**src/rtl/router_controller.sv**
```systemverilog
// rtl/router_controller.sv - router control FSM: button edges to load strobes and port/error routing
module router_controller #(
    parameter int TIMEOUT = 100_000_000,
    parameter int CNT_W   = 27
) (
    input  logic clock,
    input  logic reset,
    input  logic enable,
    input  logic writeDes,
    input  logic writeData,
    input  logic writeCheck,
    input  logic sendData,
    input  logic errorData,
    input  logic desPort,
    output logic enableDes,
    output logic enableData,
    output logic enableCheck,
    output logic enablePort1,
    output logic enablePort2,
    output logic errorFlag,
    output logic busy
);

    typedef enum logic [2:0] {
        IDLE,
        WAIT_DATA,
        WAIT_CHECK,
        EVAL,
        WAIT_SEND,
        DONE
    } stateType;

    stateType   state, stateNext;
    logic [CNT_W-1:0] count, countNext;
    logic [3:0] btnLevel, btnMeta, btnSync, btnPrev, btnEdge;
    logic       desEdge, dataEdge, checkEdge, sendEdge, timeoutHit;
    logic       desNext, dataNext, checkNext, port1Next, port2Next, errorNext, busyNext;

    assign btnLevel = {sendData, writeCheck, writeData, writeDes};

    // Two-flop synchronizer plus edge register; keeps running while disabled so stale edges drain away.
    always_ff @(posedge clock or negedge reset) begin
        if (!reset) begin
            btnMeta <= '0;
            btnSync <= '0;
            btnPrev <= '0;
        end else begin
            btnMeta <= btnLevel;
            btnSync <= btnMeta;
            btnPrev <= btnSync;
        end
    end

    assign btnEdge    = btnSync & ~btnPrev;
    assign desEdge    = btnEdge[0];
    assign dataEdge   = btnEdge[1];
    assign checkEdge  = btnEdge[2];
    assign sendEdge   = btnEdge[3];
    assign timeoutHit = (count == CNT_W'(TIMEOUT - 1));

    // Next-state, timeout counter and next-output decode; everything holds when enable is low.
    always_comb begin
        stateNext = state;
        countNext = count;
        desNext   = 1'b0;
        dataNext  = 1'b0;
        checkNext = 1'b0;
        port1Next = enablePort1;
        port2Next = enablePort2;
        errorNext = errorFlag;
        if (enable) begin
            case (state)
                IDLE, DONE: begin
                    if (desEdge) begin
                        stateNext = WAIT_DATA;
                        desNext   = 1'b1;
                        port1Next = 1'b0;
                        port2Next = 1'b0;
                        errorNext = 1'b0;
                    end
                end
                WAIT_DATA: begin
                    if (dataEdge) begin
                        stateNext = WAIT_CHECK;
                        dataNext  = 1'b1;
                    end else if (timeoutHit) begin
                        stateNext = DONE;
                        errorNext = 1'b1;
                    end else begin
                        countNext = count + CNT_W'(1);
                    end
                end
                WAIT_CHECK: begin
                    if (checkEdge) begin
                        stateNext = EVAL;
                        checkNext = 1'b1;
                    end else if (timeoutHit) begin
                        stateNext = DONE;
                        errorNext = 1'b1;
                    end else begin
                        countNext = count + CNT_W'(1);
                    end
                end
                EVAL: begin
                    stateNext = WAIT_SEND;
                end
                WAIT_SEND: begin
                    if (sendEdge) begin
                        stateNext = DONE;
                        if (errorData) begin
                            errorNext = 1'b1;
                        end else if (desPort) begin
                            port2Next = 1'b1;
                        end else begin
                            port1Next = 1'b1;
                        end
                    end else if (timeoutHit) begin
                        stateNext = DONE;
                        errorNext = 1'b1;
                    end else begin
                        countNext = count + CNT_W'(1);
                    end
                end
                default: begin
                    stateNext = IDLE;
                end
            endcase
            if (stateNext != state) begin
                countNext = '0;
            end
        end
        busyNext = (stateNext == WAIT_DATA) || (stateNext == WAIT_CHECK) ||
                   (stateNext == EVAL) || (stateNext == WAIT_SEND);
    end

    // State, counter and registered outputs.
    always_ff @(posedge clock or negedge reset) begin
        if (!reset) begin
            state       <= IDLE;
            count       <= '0;
            enableDes   <= 1'b0;
            enableData  <= 1'b0;
            enableCheck <= 1'b0;
            enablePort1 <= 1'b0;
            enablePort2 <= 1'b0;
            errorFlag   <= 1'b0;
            busy        <= 1'b0;
        end else begin
            state       <= stateNext;
            count       <= countNext;
            enableDes   <= desNext;
            enableData  <= dataNext;
            enableCheck <= checkNext;
            enablePort1 <= port1Next;
            enablePort2 <= port2Next;
            errorFlag   <= errorNext;
            busy        <= busyNext;
        end
    end

endmodule

```
**config.mk**
```make
export PLATFORM = sky130hd
export DESIGN_NAME = router_controller
export DESIGN_NICKNAME = d
export VERILOG_FILES = /design/src/rtl/router_controller.sv
export SDC_FILE = /design/constraint.sdc
export NUM_CORES = 1
export LEC_CHECK = 0
export CORE_ASPECT_RATIO = 1.25
export CORE_UTILIZATION = 35
export DETAILED_ROUTE_END_ITERATION = 12
export GPL_TIMING_DRIVEN = 0
export SKIP_CTS_REPAIR_TIMING = 1
export SLEW_MARGIN = 25
export SYNTH_ARGS = -nofsm -noshare
export SYNTH_HDL_FRONTEND = slang
export SYNTH_SLANG_ARGS = --single-unit
```
**constraint.sdc**
```tcl
create_clock -name clock -period 2 [get_ports clock]
set_input_delay 0.5 -clock clock [delete_from_list [all_inputs] [get_ports clock]]
set_output_delay 0.5 -clock clock [all_outputs]
set_load 0.05 [all_outputs]
```
# After elaboration in Yosys (flattened, before gate mapping)
# Index checks and enable logic that the tools add are counted.
# Widths: inputs -> output; s select.
# op_classes
eq_ne,22
n_lt_le_gt_ge,0
div,0
mux,38
mul,0
n_addsub,1
n_reduce_logical,12
shift,0
n_bitwise,2
# ops
operator,count
$mux 27,5
$pmux 27 s3,1
$add 27x1->27 const B,1
$eq 27x27->1 const B,1
$mux 1,21
$mux 3,7
$reduce_and 6->1,3
$pmux 3 s5,1
$ne 2x2->1 const B,7
$eq 3x2->1 const B,4
$ne 3x3->1 const B,4
$eq 3x3->1 const B,3
$reduce_bool 4->1,2
$eq 3x1->1 const B,2
$reduce_and 5->1,1
$and 4x4->4,1
$not 4->4,1
$pmux 1 s2,2
$pmux 1 s4,1
$logic_not 3->1,1
$logic_or 1x1->1,3
$ne 3x3->1,1
$reduce_bool 2->1,1
$reduce_or 2->1,1
# word_totals
out_inout_bits,7
memories,0
reg_bits,49
wordCells,87
ramBits,0
latch_bits,0
mem_bits_ro,0

# Logic depth before layout (Yosys ltp)
# depth
word_depth,10
ltp_mapped,8
mapped_depth_nobuf,7

# Worst setup path after synthesis
# OpenSTA, ideal clock, no wires.
# synth_path
path_kind,reg-to-reg
startpoint,"register, netlist name count[0]"
endpoint,register enablePort1
n_path_buf,1
t_arrival_ps,2087
setup_slack_ps,-215
period_less_slack_ps,2215
setup_ps,127
stages_incl_launch_ff,9
cell_sequence,dfrtp_1 -> ha_1 -> and3_1 -> nand4_1 -> or4_1 -> nand3_2 -> buf_4 -> a21boi_1 -> a21oi_1
# synth_rtl
element,line,rtl
"end signal, assigned",154,enablePort1 <= port1Next;
"end, declared",18,"output logic enablePort1,"

# Worst setup path after layout
# layout_path
startpoint,register count[1]
endpoint,register count[12]
# layout_between
elab_chain_cells,8
elab_cells_between_ends,20
cone_classes,1 x add/sub; 5 x eq/ne; 12 x mux; 2 x reduce/logical
# layout_lines
element,line,rtl
"start, declared",34,"logic [CNT_W-1:0] count, countNext;"
"start signal, assigned",150,count <= countNext;
$eq 27x27->1,59,assign timeoutHit = (count == CNT_W'(TIMEOUT - 1));
$mux 3,"86, 97, 117",
"$mux 3, on equally long branches","108, 83, 94",
$pmux 3 s5,72,case (state)
$mux 3,71,if (enable) begin
$ne 3x3->1,128,if (stateNext != state) begin
$ne 3x3->1 (no source line) or $reduce_bool 4->1 (tied branches),-,
$reduce_and 5->1 (no source line),-,
# Several ways; a longest one is shown, not always the timed one. The select of a mux whose other input is x is not followed.
# A chain may end at the register's enable or synchronous reset.

==> flow_metrics.py <==
metrics = {
    "power_and_ir_drop": {
        "switching_power_w": 0.001294,
        "swShare": 0.3735,
        "seq_power_share": 0.342,
        "p_per_area_nw_per_um2": 1019,
        "pwr-share-comb": 0.441,
        "power_report.internal_total_w": 0.002170,
        "irDropWorstVdd_v": 0.0004876,
        "post-layout-total-power_w": 0.003464,
        "static-leakage-power_nw": 1.349,
        "clock_power_share": 0.217,
    },
    "floorplanning": {
        "io_pins": 16,
        "rows": 34,
        "area_of_the_placeable_core_sq_um": 7104,
        "die_height_um": 98.74,
        "die_w_um": 79.39,
        "initial_utilization": 0.3688,
        "design.die.area_sq_um": 7838,
    },
    "setup_path": {
        "path_max_fanout": 6,
        "startpoint_type": "flip-flop",
        "timing.critical_path.slowest_stage_cell": "sky130_fd_sc_hd__dfrtp_1",
        "crit_family": "simple AND/OR/NAND/NOR gates",
        "slowest_delay_ps": 400,
        "worstReg2RegStart": "count[1]$_DFFE_PN0P_",
        "worstReg2RegEnd": "count[12]$_DFFE_PN0P_",
        "crit_path_end_kind": "flip-flop",
        "critical_path.startpoint": "count[1]$_DFFE_PN0P_",
        "reg2reg_depth": 10,
        "timing.setup.critical_path_class": "reg -> reg",
        "critical_path_buf_inv_count": 3,
        "regToRegSetupSlack_ps": -240,
        "crit_path_cell_trace": "ha_2, and3_4, nand4_1, buf_4, nor4_4, nand2_2, a31oi_4, buf_6, clkbuf_16, nor2_1",
        "critical_path_required_ps": 2200,
        "cp.arrival_ps": 2440,
    },
    "timing": {
        "grt_setup_unrepaired": "yes",
        "period_share": 1.119,
        "clock-skew-final_ps": 9.248,
        "timing.slew.headroom": 0.5931,
        "fin_ws_ps": -238.6,
        "worst_slew_pin_tran_ps": 610.4,
        "hold_slack_ps": 197.9,
        "slew_viol_final": 0,
        "fin_hold_viols": 0,
        "setup_violations": 30,
        "timing.final.crit_period_ps": 2239,
        "achievable-frequency_mhz": 446.7,
    },
    "logic_synthesis": {
        "synth_flop_cell": "sky130_fd_sc_hd__dfrtp_1",
        "ys_async_sr_fraction": 1.000,
        "number_of_synthesized_flops_with_an_enable_pin": 0,
        "synthesis.instances": 273,
        "synth.ff_latch_count": 49,
        "mappedNetlistArea_sq_um": 2620,
        "synth-seq-area-share": 0.4680,
        "synth_warnings": 0,
        "synth_cell_types": 52,
        "postSynthAreaPerCell_sq_um": 9.597,
        "synth_nets": 283,
    },
    "layout": {
        "drive_above_1_share": 0.2939,
        "final_nets": 322,
        "final_common_cell": "sky130_fd_sc_hd__dfrtp_1",
        "synthToLayoutAreaGrowth_pct": 29.70,
        "mostFrequentLayoutCells": "40 x sky130_fd_sc_hd__dfrtp_1, 23 x sky130_fd_sc_hd__nor2_1, 19 x sky130_fd_sc_hd__nand4_1",
        "n_fill_cell": 664,
        "antenna_diode_instance_count": 0,
    },
    "place": {
        "place.port_buffers": 14,
        "place.gp.congestion": 0.8643,
        "dpl.hpwl_mm": 4.267,
    },
    "cts": {
        "cts.path.max_buffers": 2,
        "cts_root_buffer": "sky130_fd_sc_hd__clkbuf_8",
        "tritoncts": "yes",
        "tritoncts_num_sinks": 49,
        "htree_levels": 2,
        "cts_inserted_buffers": 5,
        "clkSlewWorstSetupHoldPaths_ps": 90,
        "clk_latency_ps": 310,
    },
    "routing": {
        "drt_iter0_markers": 174,
        "vias_per_cell": 5.573,
        "routed-via-count": 2246,
        "totalWireLength_mm": 6.648,
        "detail_route.first_pass.iterations": 4,
        "post-route-drc-count": 0,
        "route.antenna.remaining_nets": 0,
        "routed_wire_length_per_instance_um": 16.50,
    },
    "outcome": {
        "outcome": "finished with violations",
        "violations": "negative setup slack",
    },
    "global_routing": {
        "wire_length_of_the_first_global_routing_pass_mm": 10.61,
        "grt_pass1_vias": 2143,
        "number_of_antenna_violations_at_the_first_check_in_global_routing": 0,
        "grt_usage": 0.1743,
        "gr-total-overflow": 0,
        "largest_net_degree_at_the_start_of_global_routing": 50,
    },
    "hold_path": {
        "timing.hold.worst.class": "in -> async",
    },
    "job": {
        "max-cap-violations": 0,
    },
}
## Yosys cell counts (2+ instances only)
cell	n	area share
sky130_fd_sc_hd__nand3_1	13	0.025
sky130_fd_sc_hd__dfrtp_1	49	0.47
sky130_fd_sc_hd__or2_1	2	0.0048
sky130_fd_sc_hd__o22ai_1	3	0.0072
sky130_fd_sc_hd__o21ai_0	10	0.019
sky130_fd_sc_hd__buf_2	4	0.0076
sky130_fd_sc_hd__xnor2_1	8	0.027
sky130_fd_sc_hd__and4_1	4	0.013
sky130_fd_sc_hd__clkbuf_1	6	0.0086
sky130_fd_sc_hd__nand2_1	13	0.019
sky130_fd_sc_hd__nor4b_1	2	0.0067
sky130_fd_sc_hd__inv_1	7	0.010
sky130_fd_sc_hd__nand2b_1	3	0.0072
sky130_fd_sc_hd__nor4_2	2	0.0095
sky130_fd_sc_hd__nor3b_1	3	0.0086
sky130_fd_sc_hd__or4_1	8	0.023
sky130_fd_sc_hd__nor3_1	5	0.0095
sky130_fd_sc_hd__or2_2	2	0.0048
sky130_fd_sc_hd__o31ai_1	3	0.0086
sky130_fd_sc_hd__nand4_1	19	0.045
sky130_fd_sc_hd__xor2_1	12	0.040
sky130_fd_sc_hd__a21oi_1	15	0.029
sky130_fd_sc_hd__nor2_1	34	0.049
sky130_fd_sc_hd__buf_4	3	0.0086
sky130_fd_sc_hd__nor4_1	3	0.0072
sky130_fd_sc_hd__or3_1	7	0.017
sky130_fd_sc_hd__and3_1	3	0.0072
sky130_fd_sc_hd__nor2b_1	6	0.014
## kinds of logic (layout without fill, tap and decap cells)
kind of cell	Yosys count	count (layout)	synth area share
buffers and inverters	20	60	0.03486
AOI/OAI and AO/OA	46	46	0.1146
DFF	49	49	0.4680
and+or+nand+nor	137	137	0.3109
xor gates and xnor gates	20	20	0.06686
adders and majority gates	1	1	0.004775
## state kept, by name, indices dropped and copies added, names as in the netlist, 3 cells and up
name and flops:
btnPrev 4, btnSync 4, state 3, count 27
btnMeta 4
## worst max-delay path by stage
stage,end,cells past startpoint
floorplan,count[7]$_DFFE_PN0P_,8
global placement,count[15]$_DFFE_PN0P_,1
detailed placement,count[7]$_DFFE_PN0P_,8
CTS,count[20]$_DFFE_PN0P_,8
global route,count[2]$_DFFE_PN0P_,10
finish,count[12]$_DFFE_PN0P_,10
## routing by layer
metal,track usage,wire [um],vias up
met5,0,0,-
met4,0.06014,119,0
met1,0.2269,2904,1116
met3,0.02315,245,10
li1,-,-,1073
met2,0.2951,3379,47
## power by group through the flow
| stage | clock network, W | logic, W | registers (W) |
|---|---|---|---|
| detailed placement | 0 | 0.00112 | 0.00119 |
| finish | 0.000750 | 0.00153 | 0.00119 |
| floorplan | 0 | 0.000717 | 0.00129 |
| CTS | 0.000766 | 0.00112 | 0.00117 |
| global placement | 0 | 0.00111 | 0.00119 |
| global route | 0.000809 | 0.00164 | 0.00120 |
## cell type report
class / instances / area (sq um) / share of cell area
timing repair buffer: 33 / 320.3 / 0.09426
sequential: 49 / 1237 / 0.3641
buffer: 12 / 97.59 / 0.02872
clock buffer: 7 / 86.33 / 0.02541
tap: 90 / 112.6 / 0.03314
clock inverter: 1 / 30.03 / 0.008837
inverter: 7 / 30.03 / 0.008837
multi-input combinational: 204 / 1484 / 0.4367
## through the flow
stage	cell area [sq um]	utilization	worst slack [ps]	setup TNS (ps)	instances
floorplan	2661	-	-23.21	-413.6	273
global placement	2914	0.4102	-973.0	-60850	377
detailed placement	2912	0.4098	-551.6	-15060	377
CTS	3028	0.4262	-582.1	-15710	385
global route	3398	0.4783	-308.8	-8404	403
finish	3398	0.4783	-238.6	-5814	403
No activity file was read; power rests on OpenSTA's default activity.
